`config.mk`:
```
export PLATFORM = sky130hd
export DESIGN_NAME = wb_mem_arbiter
export DESIGN_NICKNAME = d
export VERILOG_FILES = /design/src/rtl/wb_mem_arbiter.sv
export SDC_FILE = /design/constraint.sdc
export NUM_CORES = 1
export LEC_CHECK = 0
export CAP_MARGIN = 20
export CORE_AREA = 3 3 93 95
export DETAILED_ROUTE_END_ITERATION = 7
export DIE_AREA = 0 0 96 98
export GPL_ROUTABILITY_DRIVEN = 1
export PLACE_DENSITY = 0.66
export SETUP_SLACK_MARGIN = 0.4
export SYNTH_ARGS = -nofsm -noshare
export SYNTH_HDL_FRONTEND = slang
export SYNTH_SLANG_ARGS = --single-unit
```
`constraint.sdc`:
```
create_clock -name clk -period 2.6 [get_ports clk]
set_clock_uncertainty 0.15 [all_clocks]
set_input_delay 0.52 -clock clk [delete_from_list [all_inputs] [get_ports clk]]
set_output_delay 0.52 -clock clk [all_outputs]
set_load 0.1 [all_outputs]
```
`src/rtl/wb_mem_arbiter.sv`:
```
// Two-master Wishbone arbiter in front of one memory slave; round-robin on ties, one idle bubble between owners.
// Optional strobe watchdog enabled by defining WB_ARB_TIMEOUT_EN.
module wb_mem_arbiter #(
    parameter int DATA_WIDTH     = 32,
    parameter int ADDR_WIDTH     = 10,
    parameter int TIMEOUT_CYCLES = 15
) (
    input  logic                  clk,
    input  logic                  rst,
    input  logic                  m0_cyc_i,
    input  logic                  m0_stb_i,
    input  logic                  m0_we_i,
    input  logic [ADDR_WIDTH-1:0] m0_adr_i,
    input  logic [DATA_WIDTH-1:0] m0_dat_i,
    output logic [DATA_WIDTH-1:0] m0_dat_o,
    output logic                  m0_ack_o,
    output logic                  m0_err_o,
    output logic                  m0_stall_o,
    input  logic                  m1_cyc_i,
    input  logic                  m1_stb_i,
    input  logic                  m1_we_i,
    input  logic [ADDR_WIDTH-1:0] m1_adr_i,
    input  logic [DATA_WIDTH-1:0] m1_dat_i,
    output logic [DATA_WIDTH-1:0] m1_dat_o,
    output logic                  m1_ack_o,
    output logic                  m1_err_o,
    output logic                  m1_stall_o,
    output logic                  s_cyc_o,
    output logic                  s_stb_o,
    output logic                  s_we_o,
    output logic [ADDR_WIDTH-1:0] s_adr_o,
    output logic [DATA_WIDTH-1:0] s_dat_o,
    input  logic [DATA_WIDTH-1:0] s_dat_i,
    input  logic                  s_ack_i,
    output logic [1:0]            grant_o
);

    typedef enum logic [1:0] {
        IDLE   = 2'd0,
        GNT_M0 = 2'd1,
        GNT_M1 = 2'd2
    } state_t;

    state_t state_q, state_d;
    logic   last_owner_q, last_owner_d;  // 0 = m0 served last, 1 = m1
    logic   own_m0, own_m1;
    logic   timeout;

    assign own_m0 = (state_q == GNT_M0);
    assign own_m1 = (state_q == GNT_M1);

    always_ff @(posedge clk or posedge rst) begin
        if (rst) begin
            state_q      <= IDLE;
            last_owner_q <= 1'b1;
        end else begin
            state_q      <= state_d;
            last_owner_q <= last_owner_d;
        end
    end

    always_comb begin
        state_d      = state_q;
        last_owner_d = last_owner_q;
        case (state_q)
            IDLE: begin
                if (m0_cyc_i && m1_cyc_i) begin
                    if (last_owner_q) begin
                        state_d      = GNT_M0;
                        last_owner_d = 1'b0;
                    end else begin
                        state_d      = GNT_M1;
                        last_owner_d = 1'b1;
                    end
                end else if (m0_cyc_i) begin
                    state_d      = GNT_M0;
                    last_owner_d = 1'b0;
                end else if (m1_cyc_i) begin
                    state_d      = GNT_M1;
                    last_owner_d = 1'b1;
                end
            end
            GNT_M0: if (!m0_cyc_i || timeout) state_d = IDLE;
            GNT_M1: if (!m1_cyc_i || timeout) state_d = IDLE;
            default: state_d = IDLE;
        endcase
    end

`ifdef WB_ARB_TIMEOUT_EN
    localparam logic [7:0] TO_LIMIT = 8'(TIMEOUT_CYCLES);

    logic [7:0] cnt_q, cnt_d;

    always_ff @(posedge clk or posedge rst) begin
        if (rst) cnt_q <= '0;
        else     cnt_q <= cnt_d;
    end

    assign timeout = (own_m0 || own_m1) && (cnt_q == TO_LIMIT);

    // Count only un-acked strobe cycles of the current owner; hold while stb is low.
    always_comb begin
        cnt_d = cnt_q;
        if (state_d != state_q || state_q == IDLE || s_ack_i)
            cnt_d = '0;
        else if (s_stb_o)
            cnt_d = cnt_q + 8'd1;
    end
`else
    logic unused_timeout_cfg;
    assign unused_timeout_cfg = ^8'(TIMEOUT_CYCLES);
    assign timeout            = 1'b0;
`endif

    // Slave side is a plain mux of the owner; the watchdog cycle blanks it.
    always_comb begin
        s_cyc_o = 1'b0;
        s_stb_o = 1'b0;
        s_we_o  = 1'b0;
        s_adr_o = '0;
        s_dat_o = '0;
        if (own_m0 && !timeout) begin
            s_cyc_o = m0_cyc_i;
            s_stb_o = m0_stb_i;
            s_we_o  = m0_we_i;
            s_adr_o = m0_adr_i;
            s_dat_o = m0_dat_i;
        end else if (own_m1 && !timeout) begin
            s_cyc_o = m1_cyc_i;
            s_stb_o = m1_stb_i;
            s_we_o  = m1_we_i;
            s_adr_o = m1_adr_i;
            s_dat_o = m1_dat_i;
        end
    end

    assign m0_dat_o   = s_dat_i;
    assign m1_dat_o   = s_dat_i;
    assign m0_ack_o   = own_m0 && s_ack_i && !timeout;
    assign m1_ack_o   = own_m1 && s_ack_i && !timeout;
    assign m0_err_o   = own_m0 && timeout;
    assign m1_err_o   = own_m1 && timeout;
    assign m0_stall_o = m0_cyc_i && !own_m0 && !rst;
    assign m1_stall_o = m1_cyc_i && !own_m1 && !rst;
    assign grant_o    = {own_m1, own_m0};

endmodule

```
==> flow_summary.toml <==
[status]
status = "completed"

[worst_setup_path]
reg2reg_depth = 3
cp-start-kind = "flip-flop"
worstReg2RegStart = "state_q[0]$_DFFE_PP0P_"
r2r_slack_ns = 1.23
worst_setup_path_end_kind = "output port"
timing.rr.end = "last_owner_q$_DFFE_PP1P_"
cp.arrival_ns = 1.50
critPathCapture = "s_adr_o[9]"
critPathRequiredTime_ns = 1.93
crit_fanout = 24
crit_path_start = "state_q[0]$_DFFE_PP0P_"
crit_type = "reg -> out"

[detailed_routing]
ant_nets = 0
dr_total_vias = 1291
wl_per_cell_microns = 15.9
drt_wl_total_microns = 5100
via_per_inst = 4.02
drt_iter0_markers = 17
dr.pass1.iters = 3
drc = 0

[cells_and_area]
multiInputGateArea_sq_um = 579
nNetsFinal = 345
synthToLayoutAreaGrowth_pct = 150
diodes = 0
n_fill_cell = 781
register_area_sq_um = 77.6
fin_cells = 321
drive_gt1_share_pct = 49.8

[sta]
slew_viol_final = 0
min_period_ns = 2.17
whs_ns = 0.139
clock.fmax_ghz = 0.460
setup_viol = 0
rsz0062_at_grt = "yes"
final_hold_viol_count = 0
final.setup.tns_ns = 0
fin_ws_ns = 0.426
period_share_pct = 83.6

[logic_synthesis]
synth_top_family_by_area = "buffers and inverters"
synthAdderAreaFrac_pct = 0
netlist_instances = 141
syn_area_sq_um = 1160
yosysMostFrequentCell = "buf_4"
synth_top_area_share_pct = 47.4
syn_area_per_cell_sq_um = 8.21
ys.flop_type = "dfrtp_1"
synthSimpleGateAreaFrac_pct = 6.38
synth_seq_cells = 3
ys_types = 16
synth_xor_area_share_pct = 0
synth_compound_area_share_pct = 35.5
synth_top_area_cell = "buf_4"
ys_async_sr_fraction_pct = 100
yosys-top-cells-count = "buf_4 (73), a22o_1 (45), nor3b_1 (4)"
yosysSeqAreaShare_pct = 6.59
synthMuxAreaShare_pct = 0
synth_enable_flop_cells = 0
synth_area_leaders = "buf_4 (47%), a22o_1 (34%), dfrtp_1 (4.3%)"
ys.warnings.count = 0

[power]
combPwrFrac_pct = 91.4
p_int_mw = 1.06
ir_worst_vdd_mv = 0.403
power_switching_share_pct = 58.4
seq_power_share_pct = 3.2
clockPowerShare_pct = 5.4
netSwitchingPower_mw = 1.49
p_leak_nw = 1.19
p_per_area_nw_per_um2 = 884

[floorplan]
ios = 242
rows = 32
coreArea_sq_um = 7810
start_util_pct = 14.8
die_x_microns = 96
die_h_microns = 98
design.die.area_sq_um = 9410

[global_routing]
antenna_found_initial = 0
grt_pass1_wl_microns = 6720
grt_max_degree = 48
grt_pass1_vias = 1336
track_usage_pct = 8.82
grt_overflow = 0

[placement]
dp_hpwl_microns = 3840
io_buffer_count = 143
place_inst = 312
place_congestion = 0.655
place_ws_ns = 0.356

[hold_path]
worstHoldPathType = "in -> async"

[clock_network]
cts_hold_buf = 0
cts_tree = "built"
cts-buffers-inserted = 3
htree_num_levels = 1
ctsLongestPathBuffers = 2
clockRootBuffer = "clkbuf_8"
cts.sinks = 3
path_clk_slew_ns = 0.03
insertion_delay_ns = 0.22

[run]
maxCapViolCount = 0
critical path, stage by stage (launching register included):
cell     delay (ns)
dfrtp_1        0.38
and2b_4        0.32
buf_12         0.19
a22o_1         0.21
buf_12         0.19
layout make-up:
class | count | share of cell area, %
well taps | 102 | 4.41
multi-input cells | 59 | 20.0
inverters | 2 | 0.260
flip-flops and latches | 3 | 2.68
clock buffers | 4 | 1.56
repair buffers | 151 | 71.1
through the flow:
stage / power [mW] / utilization (%) / cell area [sq um]
floorplan: 1.97 / - / 1230
global placement: 2.35 / 35.3 / 2760
detailed placement: 2.37 / 35.3 / 2760
CTS: 2.52 / 35.9 / 2800
global route: 2.63 / 37.0 / 2890
finish: 2.56 / 37.0 / 2890
what timing repair did:
action / 4_1_cts / 5_1_grt
buffers inserted: 0 / 2
resized for setup: 2 / 7
endpoints found under the setup margin: 13 / 49
pin swaps: 0 / 1
gates cloned: 0 / 3
routing by layer:
metal	wire, microns	vias to the layer above	global-route usage (%)
met1	1680	590	8.79
met3	660	7	3.85
met2	2700	95	16.1
li1	-	599	-
met5	0	-	0
met4	53	0	2.63
power groups by stage:
stage	registers, mW	clock network [mW]	logic [mW]
6_report	0.0815	0.138	2.34
2_1_floorplan	0.0763	0	1.89
3_5_place_dp	0.0826	0	2.29
4_1_cts	0.0830	0.142	2.29
5_1_grt	0.0849	0.146	2.40
3_3_place_gp	0.0817	0	2.27
worst min path at each step:
| stage | start | endpoint | slack [ns] | depth (start not counted) |
|---|---|---|---|---|
| floorplan | rst | state_q[0]$_DFFE_PP0P_ | 0.12 | 1 |
| global placement | state_q[1]$_DFFE_PP0P_ | state_q[0]$_DFFE_PP0P_ | 0.38 | 1 |
| global route | rst | state_q[0]$_DFFE_PP0P_ | 0.16 | 2 |
| detailed placement | state_q[1]$_DFFE_PP0P_ | state_q[0]$_DFFE_PP0P_ | 0.41 | 1 |
| CTS | state_q[1]$_DFFE_PP0P_ | state_q[0]$_DFFE_PP0P_ | 0.37 | 1 |
| finish | rst | state_q[0]$_DFFE_PP0P_ | 0.14 | 2 |
sequential cells by signal, indices dropped and copies added, names as in the netlist:
name / flops
last_owner_q: 1
state_q: 2
cells by family (layout without fill, tap and decap cells):
kind of cell    count (synthesis)  in the layout
buf+inv                        80            157
compound gates                 47             47
simple gates                   10             10
flops                           3              3
other cells                     1              2
cells in the final DEF (no fill, tap or decap):
cell type | synthesis | routed
dfrtp_2 | 0 | 1
a31oi_1 | 1 | 1
clkbuf_8 | 0 | 3
nor3b_1 | 4 | 2
a2bb2o_2 | 0 | 1
or3b_2 | 1 | 1
nand2b_1 | 1 | 1
a22o_1 | 45 | 7
a22o_4 | 0 | 1
inv_1 | 2 | 2
conb_1 | 1 | 2
clkbuf_16 | 0 | 1
and2_1 | 2 | 1
dlymetal6s2s_1 | 0 | 3
nor2b_4 | 0 | 1
a22o_2 | 0 | 37
dfrtp_1 | 2 | 1
buf_12 | 0 | 52
and2_2 | 0 | 1
dfstp_2 | 1 | 1
buf_6 | 2 | 4
and2b_4 | 0 | 1
clkbuf_1 | 0 | 1
clkdlybuf4s50_1 | 0 | 89
nor3b_4 | 0 | 2
buf_4 | 73 | 2
No activity file was read; power rests on OpenSTA's default activity.
